File: src/rtl/rng_ctrl.sv
// rng_ctrl: bus-mapped sequencer for an 8-bit Fibonacci LFSR (taps q[7]^q[5]).
// Each consumed DATA read triggers a whitening burst of STEPS shifts; optional free-run.
module rng_ctrl #(
   parameter int unsigned STEPS    = 4,
   parameter logic [7:0]  SEED_RST = 8'h01
) (
   input  logic       clk,
   input  logic       rst,
   input  logic       cs,
   input  logic       rw,
   input  logic [1:0] addr,
   input  logic [7:0] din,
   output logic [7:0] dout,
   output logic       ready
);

   localparam int unsigned CNT_W = 4;
   localparam logic [1:0]  A_DATA   = 2'd0;
   localparam logic [1:0]  A_CTRL   = 2'd1;
   localparam logic [1:0]  A_SEED   = 2'd2;
   localparam logic [1:0]  A_STATUS = 2'd3;

   typedef enum logic {ST_READY = 1'b0, ST_STEP = 1'b1} state_t;

   state_t           r_state;
   logic [7:0]       r_lfsr;
   logic [1:0]       r_ctrl;
   logic             r_overrun;
   logic             r_ready;
   logic [CNT_W-1:0] r_step_cnt;

   logic [7:0] w_lfsr_next;
   logic       w_rd_data;
   logic       w_rd_status;
   logic       w_wr_ctrl;
   logic       w_wr_seed;
   logic       w_freerun;
   logic       w_hold;
   logic [7:0] w_seed;
   logic [7:0] w_dout;

   // Bus decode and LFSR next-state function
   assign w_rd_data   = cs &  rw & (addr == A_DATA);
   assign w_rd_status = cs &  rw & (addr == A_STATUS);
   assign w_wr_ctrl   = cs & ~rw & (addr == A_CTRL);
   assign w_wr_seed   = cs & ~rw & (addr == A_SEED);
   assign w_freerun   = r_ctrl[0];
   assign w_hold      = r_ctrl[1];
   assign w_lfsr_next = {r_lfsr[6:0], r_lfsr[7] ^ r_lfsr[5]};
   // A zero seed would lock the LFSR, so it is replaced by 0x01
   assign w_seed      = (din == 8'h00) ? 8'h01 : din;

   // Sequencer: seeding, burst stepping, free-run and overrun tracking
   always_ff @(posedge clk) begin
      if (rst) begin
         r_state    <= ST_READY;
         r_lfsr     <= SEED_RST;
         r_ctrl     <= 2'b00;
         r_overrun  <= 1'b0;
         r_ready    <= 1'b1;
         r_step_cnt <= '0;
      end else begin
         if (w_wr_ctrl) begin
            r_ctrl <= din[1:0];
         end
         if (w_wr_seed) begin
            r_lfsr     <= w_seed;
            r_step_cnt <= '0;
            r_state    <= ST_READY;
            r_ready    <= 1'b1;
            r_overrun  <= 1'b0;
         end else begin
            if (w_rd_status) begin
               r_overrun <= 1'b0;
            end
            case (r_state)
               ST_READY: begin
                  if (w_freerun && !w_hold) begin
                     r_lfsr <= w_lfsr_next;
                  end
                  if (w_rd_data) begin
                     r_state    <= ST_STEP;
                     r_ready    <= 1'b0;
                     r_step_cnt <= CNT_W'(STEPS);
                  end
               end
               ST_STEP: begin
                  if (w_rd_data) begin
                     r_overrun <= 1'b1;
                  end
                  if (!w_hold) begin
                     r_lfsr     <= w_lfsr_next;
                     r_step_cnt <= r_step_cnt - CNT_W'(1);
                     if (r_step_cnt == CNT_W'(1)) begin
                        r_state <= ST_READY;
                        r_ready <= 1'b1;
                     end
                  end
               end
               default: begin
                  r_state <= ST_READY;
                  r_ready <= 1'b1;
               end
            endcase
         end
      end
   end

   // Read mux, driven only while selected
   always_comb begin
      w_dout = 8'h00;
      if (cs) begin
         case (addr)
            A_DATA:   w_dout = r_lfsr;
            A_CTRL:   w_dout = {6'b0, r_ctrl};
            A_SEED:   w_dout = 8'h00;
            A_STATUS: w_dout = {6'b0, r_overrun, r_ready};
            default:  w_dout = 8'h00;
         endcase
      end
   end

   assign dout  = w_dout;
   assign ready = r_ready;

endmodule

File: config.mk
export PLATFORM = sky130hd
export DESIGN_NAME = rng_ctrl
export DESIGN_NICKNAME = d
export VERILOG_FILES = /design/src/rtl/rng_ctrl.sv
export SDC_FILE = /design/constraint.sdc
export NUM_CORES = 1
export LEC_CHECK = 0
export BUFFER_PORTS_ARGS = -buffer_cell sky130_fd_sc_hd__buf_2
export CELL_PAD_IN_SITES_DETAIL_PLACEMENT = 1
export CELL_PAD_IN_SITES_GLOBAL_PLACEMENT = 1
export CORE_MARGIN = 2
export CORE_UTILIZATION = 35
export CTS_CLUSTER_SIZE = 30
export DETAILED_ROUTE_END_ITERATION = 8
export PLACE_DENSITY_LB_ADDON = 0.08
export SLEW_MARGIN = 15
export SYNTH_ARGS = -nofsm -noshare
export SYNTH_HDL_FRONTEND = slang
export SYNTH_SLANG_ARGS = --single-unit
File: constraint.sdc
create_clock -name clk -period 1.5 [get_ports clk]
set_clock_uncertainty 0.1 [all_clocks]
set_input_delay 0.225 -clock clk [delete_from_list [all_inputs] [get_ports clk]]
set_output_delay 0.225 -clock clk [all_outputs]
set_load 0.02 [all_outputs]
Word level (Yosys, flattened, before mapping)
Index checks and enable logic that the tools add are counted.

$add $sub $neg: 1. Equal/unequal tests: 9. Muxes and demuxes: 21. Bitwise gates (word level): 9. Reductions and logical operators: 8.

Operator list (number): two-way mux 8 bit (5); case mux 8 bit (4 select lines) (1); case mux 8 bit (2 select lines) (1); two-way mux 1 bit (9); zero test 8 bit (1); two-way mux 4 bit (2); case mux 4 bit (2 select lines) (1); bitwise AND 1 bit (6); == test 2 bit, second input constant (2); == test 4 x 1 -> 1 bit, second input constant (1); != test 2 bit, second input constant (2); case mux 1 bit (2 select lines) (2); AND reduction 2 bit (2); subtractor 4 x 1 -> 4 bit, second input constant (1); != test 3 x 2 -> 1 bit, second input constant (1); != test 3 bit, second input constant (1); AND reduction 3 bit (1); == test 2 x 1 -> 1 bit, second input constant (1); zero test 2 bit (1); != test 2 x 1 -> 1 bit, second input constant (1); inverter 1 bit (2); OR reduction 2 bit (1); logical AND 1 bit (1); zero test 1 bit (1); bitwise XOR 1 bit (1).

Register bits: 17. Bits of input ports: 14.

Longest topological paths before layout
Gate-level depths: netlist of run 1.

Depth in word-level cells: 5. Gate-level depth with buffers: 6. Depth with buffers taken out: 5.

Worst setup path before layout of run 1
No wires, ideal clock.

Path kind: reg-to-reg. From: register r_ctrl[1]. To: register r_lfsr[0]. Setup time: 0.119 ns. Arrival time: 1.118 ns. Required time: 1.281 ns. Path slack: 0.163 ns. Stages on the path, launching flop included: 6. Clock period less this slack: 1.337 ns. Cell sequence: dfxtp_1 > buf_6 > o21bai_1 > buf_6 > mux2_4 > a2bb2oi_2.

Word-level cells in the longest chain between the ends: 4.

RTL lines: start: declaration (line 27) `logic [1:0] r_ctrl;`; start signal: assignment (line 64) `r_ctrl <= din[1:0];`; zero test 1 bit; logical AND 1 bit (line 78) `if (w_freerun && !w_hold) begin`; != test 3 bit (no line); AND reduction 2 bit (no line) (*); end signal: assignment (line 67) `r_lfsr <= w_seed;`; end signal: assignment (line 79) `r_lfsr <= w_lfsr_next;`; end signal: assignment (line 92) `r_lfsr <= w_lfsr_next;`; end: declaration (line 26) `logic [7:0] r_lfsr;`.

Every way passes the cells marked *; elsewhere a longest branch is shown, timed or not. A chain may end at the register's enable or synchronous reset.

Worst setup path after layout of run 1
From: register r_ctrl[0]. To: output port dout[0].

Word-level cells in the longest chain between the ends: 2.

RTL lines: case mux 8 bit (4 select lines) (line 113) `case (addr)`; two-way mux 8 bit (line 112) `if (cs) begin`; end: declaration (line 13) `output logic [7:0] dout,`.

No other way between the ends.

==> flow_summary.toml, run 1 <==
[status]
status = "finished, violations left"
violations = "negative setup slack"

[clocking]
clock_latency_ns = 0.29
ctsHoldBuffers = 0
cts_tree = "built"
cts_buffers = 3
htreeDepth = 1
clk_pin_slew_worst_paths_ns = 0.11
cts_root_buf = "clkbuf_4"
cts.sinks = 17
clock_path_buffers = 2

[grt]
grt_pass1_vias = 879
grt_max_degree = 16
grt_pass1_wl_um = 4043
antenna_found_initial = 0
grt-ovfl-total = 0
track_usage = 0.1556

[floorplan]
die_y_um = 59.06
die_x_um = 59.06
initial_utilization = 0.3751
io-pin-count = 23
core_area_um2 = 2829
dieArea_um2 = 3488
rows = 19

[setup_path]
critPathMaxFanout = 2
rrSetupSlack_ns = 0.05
worstSetupPathType = "flip-flop to output pin"
r2r-end = "r_step_cnt[2]$_SDFFE_PP0P_"
cp-end-kind = "output pin"
worstPathRequired_ns = 1.17
rr_worst_depth = 5
setup.worst_path.start = "r_ctrl[0]$_SDFFE_PP0P_"
crit_arrival_ns = 1.22
cp-endpoint = "dout[0]"
start_kind = "flip-flop"
rr_startpoint = "r_step_cnt[1]$_SDFFE_PP0P_"

[routing]
vias = 892
wl_per_cell_um = 14.58
via_per_inst = 5.216
dr.pass1.iters = 4
postRouteAntennaNets = 0
routed_wl_um = 2493
dr.first_iter.drc_count = 17
remaining_drc_errors = 0

[final_layout]
fillers = 348
fin_nets = 157
fin_cells = 171
drive_gt1_frac = 0.4429
diodes = 0
area_delta_synth_final_pct = 24.17

[pwr]
irDropWorstVdd_uv = 299.9
power_leakage_nw = 0.5710
power.density_nw_per_um2 = 710.3

[synth]
synth-seq-area-share = 0.3208
async_flop_share = 0
synthFlopType = "dfxtp_1"
synthDistinctLibCells = 37
avgSynthCellArea_um2 = 9.559
yosysMostFrequentCell = "dfxtp_1"
synth_common_cells = "dfxtp_1 (17), nor2_1 (12), mux2i_1 (10), a211oi_2 (7), and2_1 (7)"
synth_area_um2 = 1061
syn_nets = 127
synthCells = 111
synth_edf_count = 0
yosys.area.top_type = "dfxtp_1"
synth_top_area_share = 0.3208
yosysWarnings = 0
synth_area_leaders = "dfxtp_1 (32%), mux2i_1 (9.4%), a211oi_2 (8.3%)"
ys_ff_latch = 17

[timing]
finalHoldViolCount = 0
slew_viol_final = 0
fmax_mhz = 645.3
slew_headroom = 0.7620
finalSetupTns_ns = -0.04959
fin_crit_ns = 1.550
fin_ws_ns = -0.04959
tightestPinTransition_ns = 0.3538
setup_viol = 1
rsz0062_at_grt = "true"
final.period_utilization = 1.033

[placement]
portBuffers = 22
place.gp.congestion = 0.7883
dpl.hpwl_um = 1934
dp_cells = 164

[hold_path]
hold_path.class = "input port to flip-flop"
hp-start = "din[0]"

[run]
drv_cap = 0
==> worst max-delay path, cell delays in order, from the launching register on <==
cell	delay, ns
dfxtp_2	0.33
mux2_4	0.26
a22oi_2	0.12
nor2b_1	0.06
buf_4	0.15
==> sequential cells by signal (all words and copies together) (netlist names) <==
signal	count
r_overrun	1
ready	1
r_ctrl	2
r_lfsr	8
r_state	1
r_step_cnt	4
==> power breakdown <==
part	total, mW	internal (mW)	switching [mW]
Sequential	0.490	0.470	0.0200
Combinational	0.186	0.0979	0.0883
Clock	0.260	0.103	0.156
==> metrics by stage <==
stage,setup WS (ns),hold WS [ns],util,cell area (um^2),power (mW)
2_1_floorplan,0.1626,0.2720,-,1061,0.6166
3_3_place_gp,0.1090,0.3707,0.4246,1201,0.6629
3_5_place_dp,0.05812,0.3735,0.4246,1201,0.6687
4_1_cts,-0.09624,0.08342,0.4547,1286,0.9368
5_1_grt,-0.1143,0.09654,0.4657,1318,0.9833
6_report,-0.04959,0.09152,0.4657,1318,0.9358
==> placed cells by master, fill, tap and decap left out, drive strengths merged, types with 3 or more instances in the layout <==
| cell type | count |
|---|---|
| a211oi | 7 |
| a21oi | 5 |
| and2 | 9 |
| buf | 33 |
| clkbuf | 4 |
| dfxtp | 17 |
| inv | 4 |
| mux2 | 3 |
| mux2i | 10 |
| nand2 | 3 |
| nand3 | 6 |
| nor2 | 12 |
==> cell type report <==
| cell class | instances | area [um^2] | share of cell area |
|---|---|---|---|
| clock buffer | 4 | 26.28 | 0.01994 |
| inverter | 4 | 15.01 | 0.01140 |
| multi-input combinational | 82 | 674.4 | 0.5119 |
| sequential | 17 | 349.1 | 0.2650 |
| tap | 31 | 38.79 | 0.02944 |
| timing repair buffer | 33 | 214.0 | 0.1624 |
==> per-layer routing <==
layer  track usage  up-vias  part of all wire
met4       0.05844        0            0.0084
met5             0        -                 0
li1              -      451                 -
met1        0.2027      423              0.48
met3       0.02620        2             0.027
met2        0.2571       16              0.48
==> logic make-up (layout without fill, tap and decap cells) <==
kind of cell / Yosys count / in the layout / share of synthesized area
compound gates: 20 / 20 / 0.1733
xor+xnor: 3 / 3 / 0.02477
fa+ha+maj: 2 / 2 / 0.02358
buf+inv: 12 / 41 / 0.07899
flops: 17 / 17 / 0.3208
mux: 13 / 13 / 0.1297
simple gates: 44 / 44 / 0.2488
==> repair_timing <==
action	4_1_cts	5_1_grt
gates resized for setup	10	7
setup endpoints to repair	2	11
pin swaps	2	2
setup buffers	3	0
cloned	0	0
==> how the worst min path moves through the flow <==
stage | end | slack [ns] | depth (start not counted)
2_1_floorplan | r_ctrl[1]$_SDFFE_PP0P_ | 0.27 | 2
3_3_place_gp | r_step_cnt[3]$_SDFFE_PP0P_ | 0.37 | 2
3_5_place_dp | r_overrun$_SDFF_PP0_ | 0.37 | 2
4_1_cts | r_ctrl[0]$_SDFFE_PP0P_ | 0.08 | 3
5_1_grt | r_ctrl[0]$_SDFFE_PP0P_ | 0.1 | 3
6_report | r_ctrl[0]$_SDFFE_PP0P_ | 0.09 | 3
(Power assumes the default switching activity.)
==> run 2: changes to the inputs <==
TNS_END_PERCENT = 5   (was unset)
==> run 2 against run 1 <==
Against the previous run:
- the flow still finishes with violations (negative setup slack)
- cell area down 2.2%
- setup slack lost 0.0022 ns
- global-route usage barely moved
- clock power barely moved
- critical path type unchanged
- largest cell class unchanged
- highest routed layer unchanged
==> flow_summary.toml, run 2 (synthesis gave the netlist of run 1 again) <==
[status]
status = "finished, violations left"
violations = "negative setup slack"

[placement]
portBuffers = 22
place_ws_ns = 0.05812
dpl.hpwl_um = 1934
dp_cells = 164
place.gp.congestion = 0.7883

[grt]
grt-ovfl-total = 0
antenna_found_initial = 0
track_usage = 0.1552
grt_max_degree = 16
use_met1 = 0.2013
grt_pass1_wl_um = 4022
grt_pass1_vias = 877
top_usage_layer = "met2"
met3_usage = 0.02620
globalRouteMet2Util = 0.2571

[final_layout]
largest_reg_flops = 8
multiInputGateArea_um2 = 665.6
diodes = 0
drive_gt1_frac = 0.4357
layout_commonest_cell = "buf_2"
top_register = "r_lfsr"
fin_cells = 171
reg_top3 = "r_lfsr (8), r_step_cnt (4), r_ctrl (2)"
area_delta_synth_final_pct = 21.46
fillers = 349
final_cell_mix = "buf_2 (21), dfxtp_1 (13), nor2_1 (12), buf_4 (12), mux2i_1 (9)"
final-seq-area_um2 = 347.8
fin_nets = 157

[setup_path]
worstSetupPathType = "flip-flop to output pin"
crit_arrival_ns = 1.23
cp_num_buf_inv = 1
rrSetupSlack_ns = 0.05
cp_slowest_cell = "dfxtp_2"
r2r-end = "r_step_cnt[3]$_SDFFE_PP0P_"
path_cells = "mux2_4 > a22oi_2 > nor2b_1 > buf_4"
critical-path-top-delay-family = "flip-flops"
critPathMaxFanout = 2
worstPathRequired_ns = 1.17
rr_worst_depth = 4
cp-end-kind = "output pin"
slowest_delay_ns = 0.33
start_kind = "flip-flop"
rr_startpoint = "r_ctrl[1]$_SDFFE_PP0P_"

[clocking]
htreeDepth = 1
clock_path_buffers = 2
cts_tree = "built"
cts.sinks = 17
clk_pin_slew_worst_paths_ns = 0.11
cts_buffers = 3
ctsHoldBuffers = 0
clock_latency_ns = 0.29
cts_root_buf = "clkbuf_4"

[run]
drv_cap = 0

[pwr]
swShare = 0.2814
seq_power_share = 0.526
total_power_uw = 927.8
clock_power_share = 0.279
p_sw_uw = 261.1
internal_power_uw = 666.7
power_leakage_nw = 0.5622
combPwrFrac = 0.195
power.density_nw_per_um2 = 719.9
irDropWorstVdd_uv = 297.7

[floorplan]
die_x_um = 59.06
die_y_um = 59.06
rows = 19
dieArea_um2 = 3488
initial_utilization = 0.3751
io-pin-count = 23
core_area_um2 = 2829

[timing]
slew_headroom = 0.7620
tightestPinTransition_ns = 0.3538
final.period_utilization = 1.035
rsz0062_at_grt = "true"
fin_ws_ns = -0.05181
slew_viol_final = 0
setup_viol = 1
finalHoldViolCount = 0
fin_crit_ns = 1.552
fmax_mhz = 644.4

[routing]
dr.pass1.iters = 4
routed_wl_um = 2444
dr.first_iter.drc_count = 14
wl_per_cell_um = 14.29
vias = 884
remaining_drc_errors = 0
postRouteAntennaNets = 0
via_per_inst = 5.170

[hold_path]
whs_path_depth = 3
hold_path.class = "input port to flip-flop"
hold-path-endpoint = "r_ctrl[0]$_SDFFE_PP0P_"
hp-start = "din[0]"
-- run 2: cell counts in the layout (fill, tap and decap cells not counted) --
Identical to the previous run, type by type.
-- run 2: per-layer routing --
metal,vias up,share of wire
li1,450,-
met1,421,0.49
met2,11,0.47
met3,2,0.025
met4,0,0.0086
met5,-,0
-- run 2: power by group through the flow --
| stage | Sequential (mW) | Combinational [mW] | Clock, mW |
|---|---|---|---|
| after global placement | 0.498 | 0.165 | 0 |
| after detailed placement | 0.499 | 0.170 | 0 |
| after CTS | 0.487 | 0.178 | 0.268 |
| final | 0.488 | 0.181 | 0.259 |
| after global routing | 0.491 | 0.198 | 0.287 |
| after floorplan | 0.494 | 0.122 | 0 |
-- run 2: repair_timing --
action / CTS / global route
resized for setup: 7 / 6
pin swaps: 1 / 1
setup buffers: 2 / 1
setup endpoints to repair: 2 / 10
-- run 2: worst reg2reg max path, stage by stage (launching register included) --
cell and delay, ns:
dfxtp_4 0.36, buf_4 0.15, nor4_2 0.29, mux2_2 0.37, a21oi_1 0.11
-- run 2: area by class of cell --
cell class,instances,area share
multi-input combinational,82,0.5165
sequential,17,0.2699
timing repair buffer,33,0.1515
tap,31,0.03010
clock buffer,4,0.02039
inverter,4,0.01165
-- run 2: worst max path at each step --
stage	startpoint	end	slack [ns]	cells after the start
floorplan	r_ctrl[1]$_SDFFE_PP0P_	r_lfsr[0]$_SDFFE_PP1P_	0.16	5
global placement	addr[1]	dout[0]	0.11	5
detailed placement	addr[1]	dout[0]	0.06	5
CTS	r_ctrl[0]$_SDFFE_PP0P_	dout[0]	-0.1	4
global route	r_ctrl[0]$_SDFFE_PP0P_	dout[0]	-0.11	4
finish	r_ctrl[0]$_SDFFE_PP0P_	dout[0]	-0.05	4
-- run 2: metrics by stage --
stage	hold slack, ns	instance area, um^2	setup TNS [ns]	util
after detailed placement	0.3735	1201	0	0.4246
final	0.09177	1289	-0.05181	0.4556
after CTS	0.08342	1260	-0.1356	0.4454
after global routing	0.09654	1289	-0.2397	0.4556
after floorplan	0.2720	1061	0	-
after global placement	0.3707	1201	0	0.4246
